$ cat src/rtl/bp_fe_fetch_seq.sv
// Front-end fetch sequencer: issues sequential fetches into the 2-cycle
// ITLB/I$ stage, handles replay, ITLB-miss wait, faults and redirects.
module bp_fe_fetch_seq #(
    parameter int vaddr_width_p = 39,
    parameter int instr_width_p = 32,
    parameter int pc_step_p     = 4
) (
    input  logic                     clk_i,
    input  logic                     reset_i,
    input  logic                     redirect_v_i,
    input  logic [vaddr_width_p-1:0] redirect_pc_i,
    input  logic                     itlb_fill_done_i,
    output logic                     mem_cmd_v_o,
    output logic [vaddr_width_p-1:0] mem_cmd_vaddr_o,
    input  logic                     mem_cmd_yumi_i,
    output logic                     mem_poison_o,
    input  logic                     mem_resp_v_i,
    input  logic                     mem_resp_icache_miss_i,
    input  logic                     mem_resp_itlb_miss_i,
    input  logic                     mem_resp_access_fault_i,
    input  logic                     mem_resp_page_fault_i,
    input  logic [instr_width_p-1:0] mem_resp_data_i,
    output logic                     fetch_v_o,
    output logic [vaddr_width_p-1:0] fetch_pc_o,
    output logic [instr_width_p-1:0] fetch_instr_o,
    input  logic                     fetch_ready_i,
    output logic                     exc_v_o,
    output logic [1:0]               exc_code_o,
    output logic [vaddr_width_p-1:0] exc_pc_o
);

    typedef enum logic [1:0] {
        e_run,
        e_itlb_wait,
        e_fault
    } state_e;

    state_e state_r, state_n;

    logic [vaddr_width_p-1:0] next_pc_r, next_pc_n;
    logic [vaddr_width_p-1:0] s1_pc_r, s2_pc_r;
    logic                     s1_v_r, s2_v_r;

    logic resp_v, cmd_accept;
    logic is_af, is_pf, is_itlb, is_icm, is_good;
    logic replay, flush;

    always_comb begin
        resp_v  = s2_v_r & mem_resp_v_i & ~redirect_v_i & ~reset_i;
        is_af   = resp_v & mem_resp_access_fault_i;
        is_pf   = resp_v & ~mem_resp_access_fault_i
                & mem_resp_page_fault_i;
        is_itlb = resp_v & ~mem_resp_access_fault_i
                & ~mem_resp_page_fault_i & mem_resp_itlb_miss_i;
        is_icm  = resp_v & ~mem_resp_access_fault_i
                & ~mem_resp_page_fault_i & ~mem_resp_itlb_miss_i
                & mem_resp_icache_miss_i;
        is_good = resp_v & ~is_af & ~is_pf & ~is_itlb & ~is_icm;
    end

    // A command accepted in the same cycle as a flush is dropped from s1,
    // so its response is ignored when it arrives.
    always_comb begin
        mem_cmd_v_o     = (state_r == e_run) & ~redirect_v_i & ~reset_i;
        mem_cmd_vaddr_o = next_pc_r;
        cmd_accept      = mem_cmd_v_o & mem_cmd_yumi_i;

        fetch_v_o     = is_good & fetch_ready_i;
        fetch_pc_o    = s2_pc_r;
        fetch_instr_o = fetch_v_o ? mem_resp_data_i : '0;

        exc_v_o  = is_af | is_pf | is_itlb;
        exc_pc_o = s2_pc_r;
        unique case (1'b1)
            is_af:   exc_code_o = 2'd1;
            is_pf:   exc_code_o = 2'd2;
            default: exc_code_o = 2'd0;
        endcase

        replay       = is_icm | is_itlb | (is_good & ~fetch_ready_i);
        flush        = redirect_v_i | replay | exc_v_o;
        mem_poison_o = s1_v_r & flush & ~reset_i;
    end

    always_comb begin
        state_n   = state_r;
        next_pc_n = next_pc_r;
        if (redirect_v_i) begin
            state_n   = e_run;
            next_pc_n = redirect_pc_i;
        end else begin
            unique case (state_r)
                e_run: begin
                    if (is_itlb) state_n = e_itlb_wait;
                    else if (is_af | is_pf) state_n = e_fault;
                end
                e_itlb_wait: begin
                    if (itlb_fill_done_i) state_n = e_run;
                end
                default: state_n = state_r;
            endcase
            if (replay) begin
                next_pc_n = s2_pc_r;
            end else if (cmd_accept) begin
                next_pc_n = next_pc_r + vaddr_width_p'(pc_step_p);
            end
        end
    end

    always_ff @(posedge clk_i) begin
        if (reset_i) begin
            state_r   <= e_run;
            next_pc_r <= '0;
            s1_v_r    <= 1'b0;
            s1_pc_r   <= '0;
            s2_v_r    <= 1'b0;
            s2_pc_r   <= '0;
        end else begin
            state_r   <= state_n;
            next_pc_r <= next_pc_n;
            s1_v_r    <= cmd_accept & ~flush;
            s2_v_r    <= s1_v_r & ~flush;
            s2_pc_r   <= s1_pc_r;
            if (cmd_accept) s1_pc_r <= next_pc_r;
        end
    end

endmodule

$ cat config.mk
export PLATFORM = sky130hd
export DESIGN_NAME = bp_fe_fetch_seq
export DESIGN_NICKNAME = d
export VERILOG_FILES = /design/src/rtl/bp_fe_fetch_seq.sv
export SDC_FILE = /design/constraint.sdc
export NUM_CORES = 1
export LEC_CHECK = 0
export ABC_AREA = 0
export CORE_MARGIN = 1
export CORE_UTILIZATION = 45
export DETAILED_ROUTE_END_ITERATION = 16
export DONT_BUFFER_PORTS = 1
export GPL_TIMING_DRIVEN = 0
export PLACE_DENSITY = 0.6
export SLEW_MARGIN = 10
export SYNTH_ARGS = -nofsm -noshare
export SYNTH_HDL_FRONTEND = slang
export SYNTH_SLANG_ARGS = --single-unit
$ cat constraint.sdc
create_clock -name clk_i -period 2.85 [get_ports clk_i]
set_input_delay 0.7125 -clock clk_i [delete_from_list [all_inputs] [get_ports clk_i]]
set_output_delay 0.7125 -clock clk_i [all_outputs]
set_load 0.01 [all_outputs]
==> flow_metrics.py, run 1 <==
metrics = {
    "global_route": {
        "antenna_found_initial": 3,
        "grtUsageTotal_pct": 31.88,
        "grt_pass1_vias": 5040,
        "grt_pass1_wl_um": 30720,
        "overflow": 0,
        "grt_max_degree": 17,
    },
    "critical_path": {
        "crit_path_top_delay_cell": "and4bb_4",
        "worstPathMaxFanout": 10,
        "startpoint_type": "primary input",
        "cp-end-kind": "primary output",
        "critPathBufInv": 2,
        "critPathTopFamily": "simple AND/OR/NAND/NOR gates",
        "worstSetupPathType": "primary input to primary output",
        "crit_required_ns": 2.14,
        "r2r_cells": 6,
        "worst-path-stages": 6,
        "cp_data_arrival_time_ns": 2.06,
        "path_cells": "clkbuf_4 > and4bb_4 > a31oi_4 > buf_6 > o21ai_1 > and3_1",
        "slowest_delay_ns": 0.42,
    },
    "detailed_routing": {
        "vias_per_cell": 5.984,
        "wl_um": 21200,
        "post_drt_wl_per_cell_um": 24.31,
        "antenna_left": 0,
        "dr_total_vias": 5218,
        "drtPass1Iterations": 5,
        "initialDrtViolationCount": 341,
        "drc_errors": 0,
    },
    "power": {
        "p_per_area_nw_per_um2": 617.6,
        "ir_drop_mv": 0.4277,
        "p_leak_nw": 2.607,
    },
    "synthesis": {
        "ys.flop_type": "dfxtp_1",
        "ys_types": 70,
        "syn_inst": 665,
        "synth-edff-count": 0,
        "syn-num-nets": 748,
        "avgSynthCellArea_um2": 8.898,
        "synth_seq_cells": 121,
        "synth_warnings": 0,
        "async_flop_share_pct": 0,
        "synthesis.area_um2": 5917,
        "synth_seq_area_share_pct": 40.94,
    },
    "finish": {
        "drive_gt1_share_pct": 21.23,
        "area_growth_pct": 14.21,
        "nets": 767,
        "design_area_um2": 6758,
        "nFillCells": 1222,
        "multi_input_comb_area_um2": 3013,
        "regArea_um2": 2422,
    },
    "sta": {
        "fin_setup_tns_ns": 0,
        "setup_slack_ns": 0.07625,
        "period_needed_ns": 2.774,
        "slew_headroom_pct": 39.85,
        "worst_slew_pin_slew_ns": 0.9022,
        "finClkSkew_ns": 0.007482,
        "fmax_mhz": 360.5,
        "finalCritPeriodShare_pct": 97.32,
        "hold_viol_final": 0,
        "maxSlewViolCount": 0,
        "setup_violations": 0,
        "rsz0062_at_grt": "no",
    },
    "place": {
        "dpl_cell_area_um2": 6132,
        "globalplace.congestion": 0.9464,
        "dp_hpwl_um": 15730,
        "io_buffers": 0,
        "dp_slack_ns": -0.4259,
    },
    "die": {
        "fp.dieW_um": 116.7,
        "initial_core_util_pct": 46.51,
        "die_area_um2": 13610,
        "rows": 41,
        "fp.coreArea_um2": 12720,
        "io_pins": 237,
        "die_y_um": 116.7,
    },
    "cts": {
        "holdBufCountCts": 0,
        "cts.sinks": 121,
        "cts-htree-levels": 4,
        "clock-root-buffer": "clkbuf_16",
        "clock_latency_ns": 0.43,
        "cts_buffers": 17,
        "path_clk_slew_ns": 0.05,
        "cts_tree": "done",
        "cts_setup_buffers": 0,
        "cts_buffer_depth": 2,
    },
    "status": {
        "run_status": "completed",
    },
    "flow_run": {
        "maxCapViolCount": 0,
    },
    "worst_hold_path": {
        "hold_depth": 2,
        "hold_class": "primary input to flop",
    },
}
==> cell families after synthesis <==
group                      Yosys count  synth area share, %
xor gates and xnor gates             9                1.332
DFF                                121                40.94
and+or+nand+nor                    279                26.03
muxes                               36                6.724
adders and majority gates            1               0.2114
buffers and inverters               97                8.924
AOI/OAI and AO/OA                  122                15.84
==> power by group <==
group | internal (mW) | switching, mW
combinational | 0.126 | 0.205
clock | 1.16 | 0.826
sequential | 1.76 | 0.101
==> final timing paths <==
kind / startpoint / slack (ns) / to
worst max-delay path: reset_i / 0.08 / mem_poison_o
worst min-delay path: redirect_pc_i[35] / 0.45 / mem_cmd_vaddr_o[35]
worst max register to register: mem_cmd_vaddr_o[2] / 0.14 / mem_cmd_vaddr_o[36]
worst min register to register: s1_pc_r[38] / 0.46 / exc_pc_o[38]
==> Yosys cell counts (8+ instances only) <==
master	instances	share of area [%]
dfxtp_1	121	41
nand2_1	57	3.6
nor2_1	47	3.0
buf_4	39	4.9
nor2b_1	39	4.1
and2_1	36	3.8
clkbuf_1	31	2.0
mux2_2	30	5.7
nand3_1	24	2.0
nand4_1	17	1.8
nor3_1	16	1.4
a211oi_1	14	1.8
a21oi_1	14	1.2
buf_2	14	1.2
o21ai_0	14	1.2
a311oi_1	8	1.2
inv_1	8	0.51
nor4_1	8	0.85
==> sequential cells by signal, summed over array words and instances, names as in the netlist <==
name / flops
s1_pc_r: 39
s1_v_r: 1
state_r: 2
mem_cmd_vaddr_o: 39
exc_pc_o: 39
s2_v_r: 1
==> worst reg2reg max path, delay by kind of cell (launching register included) <==
family                     cells  cell delay [ns]
AOI/OAI and AO/OA              1             0.22
DFF                            1             0.53
and+or+nand+nor                4             1.58
adders and majority gates      1             0.30
==> per-stage QoR <==
stage | utilization, % | power (mW) | instances | hold WS (ns)
6_report | 53.12 | 4.174 | 872 | 0.4469
5_1_grt | 53.12 | 4.308 | 872 | 0.4493
4_1_cts | 52.91 | 4.178 | 869 | 0.4394
3_5_place_dp | 48.20 | 2.212 | 837 | 0.4529
3_3_place_gp | 48.20 | 2.205 | 837 | 0.4488
2_1_floorplan | - | 2.099 | 665 | 0.4445
==> routing by layer <==
layer	up-vias	track usage, %	wire [um]
met3	38	9.081	1759
met4	0	13.92	666
met1	2506	38.07	8500
met5	-	0	0
met2	276	53.41	10280
li1	2398	-	-
==> placed cells by master (no fill, tap or decap), types with 5 or more instances in the layout <==
master,n
nand4_1,17
clkbuf_16,17
and2_1,35
mux2_2,30
mux2i_1,6
o31ai_1,5
a311oi_1,8
nor2_1,47
nor4_1,7
nor2b_1,39
nor3_1,15
nand3_1,24
buf_2,13
nand2_1,57
dfxtp_1,121
clkbuf_1,25
xnor2_1,5
inv_1,8
o21ai_0,13
o21a_1,5
a211oi_1,14
a21oi_1,14
o221ai_1,7
a22oi_1,7
clkinvlp_4,5
buf_4,39
==> cell type report <==
cell class	instances	area share (%)
sequential	121	35.85
tap	172	3.185
clock buffer	19	6.702
clock inverter	13	1.426
inverter	9	0.4999
buffer	88	7.647
antenna	3	0.1111
multi-input combinational	447	44.58
==> what timing repair did <==
item / CTS / global route
setup endpoints to repair: 32 / 38
gates resized for setup: 15 / 8
gates cloned: 0 / 0
pin swaps: 0 / 2
hold endpoints to repair: 0 / 0
Note: power is estimated with default switching activity, not from simulation.
==> run 2: changes to the inputs <==
- CORE_MARGIN: 1 -> 2
- CORE_UTILIZATION: 45 -> 63
- PLACE_DENSITY: 0.6 -> 0.79
==> run 2 against run 1 <==
  * Design area barely moved
  * Sequential power about the same
  * Routed wire length down 1.7%
  * Hold slack worse by 0.10 ns
  * Clock skew grew 0.0038 ns
  * Critical path type unchanged
  * Highest routed layer unchanged
==> flow_metrics.py, run 2 (synthesis gave the netlist of run 1 again) <==
metrics = {
    "cts": {
        "cts-htree-levels": 4,
        "cts_buffer_depth": 2,
        "cts_tree": "done",
        "clock_latency_ns": 0.52,
        "cts_buffers": 17,
        "cts.sinks": 121,
        "path_clk_slew_ns": 0.06,
        "clock-root-buffer": "clkbuf_8",
        "cts_setup_buffers": 0,
    },
    "power": {
        "clkPwrFrac_pct": 52.4,
        "p_leak_nw": 2.662,
        "ir_drop_mv": 0.3676,
        "power_switching_mw": 1.118,
        "p_per_area_nw_per_um2": 681.4,
        "p_seq_share_pct": 40.3,
        "p_int_mw": 3.487,
        "p_sw_share_pct": 24.28,
        "combPwrFrac_pct": 7.3,
    },
    "critical_path": {
        "cp-end-kind": "primary output",
        "cp_data_arrival_time_ns": 2.08,
        "critPathTopFamily": "simple AND/OR/NAND/NOR gates",
        "worstPathMaxFanout": 10,
        "path_cells": "buf_2 > nand4bb_1 > buf_2 > nor3_4 > clkbuf_2 > and2_1",
        "crit_path_top_delay_cell": "nor3_4",
        "worstSetupPathType": "primary input to primary output",
        "startpoint_type": "primary input",
        "crit_path_frequent_cell": "buf_2",
        "crit_required_ns": 2.14,
        "reg2reg_from": "mem_cmd_vaddr_o[3]",
        "timing.rr.end": "mem_cmd_vaddr_o[36]",
        "r2r_cells": 6,
        "r2r_setup_slack_ns": 0.16,
        "critPathBufInv": 3,
        "slowest_delay_ns": 0.29,
        "worst-path-stages": 6,
    },
    "die": {
        "io_pins": 237,
        "initial_core_util_pct": 64.34,
        "die_y_um": 100.9,
        "die_area_um2": 10180,
        "rows": 35,
        "fp.dieW_um": 100.9,
        "fp.coreArea_um2": 9196,
    },
    "global_route": {
        "grtUsageTotal_pct": 40.32,
        "grt_max_degree": 20,
        "overflow": 0,
        "grt_pass1_vias": 5349,
        "grt_pass1_wl_um": 30490,
        "antenna_found_initial": 0,
    },
    "detailed_routing": {
        "post_drt_wl_per_cell_um": 25.84,
        "wl_um": 20850,
        "antenna_left": 0,
        "vias_per_cell": 6.767,
        "drc_errors": 0,
        "dr_total_vias": 5461,
        "initialDrtViolationCount": 445,
        "drtPass1Iterations": 6,
    },
    "sta": {
        "finalCritPeriodShare_pct": 98.00,
        "period_needed_ns": 2.793,
        "hold_viol_final": 0,
        "finClkSkew_ns": 0.01131,
        "hold_ws_ns": 0.3419,
        "slew_headroom_pct": 39.75,
        "fmax_mhz": 358.0,
        "worst_slew_pin_slew_ns": 0.9037,
        "maxSlewViolCount": 0,
        "rsz0062_at_grt": "no",
        "setup_violations": 0,
    },
    "place": {
        "globalplace.congestion": 0.9143,
        "io_buffers": 0,
        "dp_hpwl_um": 14970,
    },
    "worst_hold_path": {
        "hold_depth": 2,
        "hold_start": "redirect_pc_i[9]",
        "min_to": "mem_cmd_vaddr_o[9]",
        "hold_class": "primary input to flop",
    },
    "finish": {
        "layout_commonest_cell": "dfxtp_1",
        "final_core_util_pct": 73.50,
        "drive_gt1_share_pct": 20.69,
        "n_antenna_cell": 0,
        "layout_common_cells": "dfxtp_1, nand2_1, nor2_1",
        "area_growth_pct": 14.23,
        "nets": 766,
    },
    "status": {
        "run_status": "completed",
    },
    "flow_run": {
        "maxCapViolCount": 0,
    },
}
-- run 2: area by class of cell --
type	count	area [um2]
multi-input cells	447	2999
fillers	695	2437
flip-flops and latches	121	2422
plain buffers	87	503.0
clock buffers	22	473.0
clock inverters	10	188.9
well taps	111	138.9
inverters	9	33.78
-- run 2: how the worst max path moves through the flow --
stage | startpoint | to | slack [ns]
3_5_place_dp | reset_i | s1_pc_r[29] | -0.43
5_1_grt | reset_i | mem_poison_o | 0.004
2_1_floorplan | reset_i | fetch_instr_o[22] | 0.06
4_1_cts | mem_resp_itlb_miss_i | mem_poison_o | 0.03
3_3_place_gp | reset_i | s1_pc_r[31] | -0.43
6_report | reset_i | fetch_instr_o[21] | 0.06
-- run 2: through the flow --
step / std cells / power [mW] / setup TNS, ns / area [um2] / setup WS, ns
final: 807 / 4.606 / 0 / 6759 / 0.05692
after global routing: 807 / 4.710 / 0 / 6759 / 0.004055
after CTS: 807 / 4.587 / 0 / 6748 / 0.03066
after detailed placement: 776 / 2.210 / -21.85 / 6056 / -0.4315
after global placement: 776 / 2.198 / -20.50 / 6056 / -0.4312
after floorplan: 665 / 2.099 / 0 / 5917 / 0.05544
-- run 2: what timing repair did --
| item | in CTS | in global routing |
|---|---|---|
| setup endpoints to repair | 32 | 11 |
| gates resized for setup | 9 | 6 |
| hold endpoints to repair | 0 | 0 |
| gates cloned | 0 | 0 |
| hold buffers | 0 | 0 |
-- run 2: layer usage --
metal  track usage [%]  vias up  wire length [um]
li1                  -     2383                 -
met1             44.97     2563              7395
met2             68.41      427             10090
met3             10.12       88              2100
met4             25.68        0              1266
met5                 0        -                 0
-- run 2: power groups by stage --
| stage | Clock [mW] | Combinational, mW | Sequential (mW) |
|---|---|---|---|
| 5_1_grt | 2.49 | 0.358 | 1.87 |
| 6_report | 2.41 | 0.335 | 1.86 |
| 4_1_cts | 2.41 | 0.323 | 1.86 |
| 2_1_floorplan | 0 | 0.236 | 1.86 |
| 3_3_place_gp | 0 | 0.308 | 1.89 |
| 3_5_place_dp | 0 | 0.318 | 1.89 |
==> run 3: changes to the inputs <==
- CORE_MARGIN: 2 -> 10
- CORE_UTILIZATION: 63 -> 65
- PLACE_DENSITY: 0.79 -> 0.81
- clock period: 2.85 -> 3.6 ns (I/O delays scaled with it)
==> run 3 against run 2 <==
  * First-iteration DRC count increased by 39%
  * Clock skew decreased by 0.0025 ns
  * Core utilization increased by 1.7 points
  * Critical path depth decreased by 2
  * Largest power group unchanged
  * Non-clock buffer count increased by 1
  * Worst setup slack improved by 0.027 ns
  * Design area decreased by 2.1%
  * Register-to-register slack improved by 0.48 ns
  * Via count decreased by 0.33%
  * Critical path type unchanged
  * Flip-flop and latch count unchanged
  * Hold slack improved by 0.12 ns
  * Clock power decreased by 33%
==> flow_metrics.py, run 3 (synthesis gave the netlist of run 1 again) <==
metrics = {
    "die": {
        "rows": 34,
        "io_pins": 237,
        "initial_core_util_pct": 67.19,
        "die_area_um2": 13320,
        "fp.coreArea_um2": 8806,
        "die_y_um": 115.4,
        "fp.dieW_um": 115.4,
    },
    "finish": {
        "multi_input_comb_area_um2": 2978,
        "layout_common_cells": "dfxtp_1, nand2_1, nor2_1",
        "nFillCells": 638,
        "drive_gt1_share_pct": 19.80,
        "design_area_um2": 6620,
        "nets": 767,
        "n_antenna_cell": 0,
        "layout_commonest_cell": "dfxtp_1",
        "area_growth_pct": 11.88,
        "regArea_um2": 2422,
    },
    "sta": {
        "slew_headroom_pct": 16.45,
        "finClkSkew_ns": 0.008825,
        "fmax_mhz": 284.4,
        "fin_setup_tns_ns": 0,
        "maxSlewViolCount": 0,
        "hold_viol_final": 0,
        "period_needed_ns": 3.517,
        "rsz0062_at_grt": "no",
        "worst_slew_pin_slew_ns": 1.250,
        "setup_violations": 0,
        "finalCritPeriodShare_pct": 97.68,
    },
    "critical_path": {
        "crit_path_frequent_cell": "clkbuf_1",
        "startpoint_type": "primary input",
        "worstPathMaxFanout": 10,
        "crit_required_ns": 2.70,
        "reg2reg_from": "state_r[1]",
        "critPathBufInv": 3,
        "slowest_delay_ns": 0.59,
        "timing.rr.end": "s1_pc_r[34]",
        "worstSetupPathType": "primary input to primary output",
        "crit_path_top_delay_cell": "buf_1",
        "startpoint": "redirect_v_i",
        "cp-end-kind": "primary output",
        "r2r_cells": 4,
        "path_cells": "clkbuf_1 > clkbuf_1 > buf_1 > nor4_2",
        "cp_data_arrival_time_ns": 2.62,
        "r2r_setup_slack_ns": 0.64,
        "critPathTopFamily": "buffers and inverters",
    },
    "flow_run": {
        "maxCapViolCount": 0,
    },
    "place": {
        "globalplace.congestion": 0.9768,
        "dpl_cell_area_um2": 6052,
        "dp_hpwl_um": 16520,
        "io_buffers": 0,
    },
    "global_route": {
        "grt_max_degree": 17,
        "grt_pass1_wl_um": 32260,
        "antenna_found_initial": 0,
        "grtUsageTotal_pct": 31.79,
        "grt_pass1_vias": 5360,
        "overflow": 0,
    },
    "power": {
        "ir_drop_mv": 0.3348,
        "p_leak_nw": 2.570,
        "p_per_area_nw_per_um2": 506.1,
    },
    "detailed_routing": {
        "post_drt_wl_per_cell_um": 27.40,
        "dr_total_vias": 5443,
        "wl_um": 22060,
        "initialDrtViolationCount": 617,
        "vias_per_cell": 6.761,
        "antenna_left": 0,
        "drc_errors": 0,
        "drtPass1Iterations": 6,
    },
    "cts": {
        "path_clk_slew_ns": 0.06,
        "cts_buffers": 17,
        "cts_buffer_depth": 2,
        "cts.sinks": 121,
        "cts-htree-levels": 4,
        "cts_tree": "done",
        "clock-root-buffer": "clkbuf_8",
        "clock_latency_ns": 0.53,
        "cts_setup_buffers": 0,
    },
    "worst_hold_path": {
        "min_to": "exc_pc_o[22]",
        "hold_class": "flop to flop",
        "hold_depth": 1,
        "hold_start": "s1_pc_r[22]",
    },
    "status": {
        "run_status": "completed",
    },
}
run 3: cell types whose count changed in the layout (fill, tap and decap cells not counted), sizes merged:
cell	previous run	this run
bufinv	5	1
clkinvlp	1	3
clkbuf	52	49
inv	9	15
run 3: layer usage:
| metal | GRT usage (%) | wire (um) | up-vias |
|---|---|---|---|
| met5 | 0 | 0 | - |
| met4 | 13.77 | 721 | 0 |
| met3 | 11.47 | 2972 | 59 |
| met2 | 53.70 | 10700 | 432 |
| met1 | 35.49 | 7658 | 2560 |
| li1 | - | - | 2392 |
run 3: area by class of cell:
| class | count | share of cell area, % |
|---|---|---|
| Inverter | 9 | 0.5103 |
| Buffer | 88 | 7.466 |
| Clock inverter | 14 | 2.098 |
| Clock buffer | 18 | 6.313 |
| Tap cell | 108 | 2.041 |
| Sequential cell | 121 | 36.59 |
| Multi-Input combinational cell | 447 | 44.98 |
run 3: power breakdown:
group          internal (mW)  switching, mW
clock                  0.932          0.686
sequential              1.39         0.0817
combinational         0.0974          0.163
run 3: per-stage QoR:
stage	utilization, %	instances	power, mW	hold slack, ns	setup slack (ns)
final	75.18	805	3.350	0.4599	0.08343
after global routing	75.18	805	3.438	0.4685	0.03236
after CTS	75.18	805	3.329	0.4593	0.1502
after detailed placement	68.73	773	1.750	0.4525	-0.03571
after global placement	68.73	773	1.741	0.4481	-0.03441
after floorplan	-	665	1.661	0.4445	0.4304
run 3: how the worst max path moves through the flow:
stage                        endpoint  slack (ns)  depth (start not counted)
detailed placement        mem_cmd_v_o       -0.04                          4
finish                    mem_cmd_v_o        0.08                          4
global route              mem_cmd_v_o        0.03                          4
global placement          mem_cmd_v_o       -0.03                          4
CTS                       mem_cmd_v_o        0.15                          4
floorplan           fetch_instr_o[22]        0.43                          6
run 3: what timing repair did:
| action | CTS | global route |
|---|---|---|
| setup endpoints to repair | 3 | 0 |
| hold buffers | 0 | 0 |
| gates resized for setup | 2 | 0 |
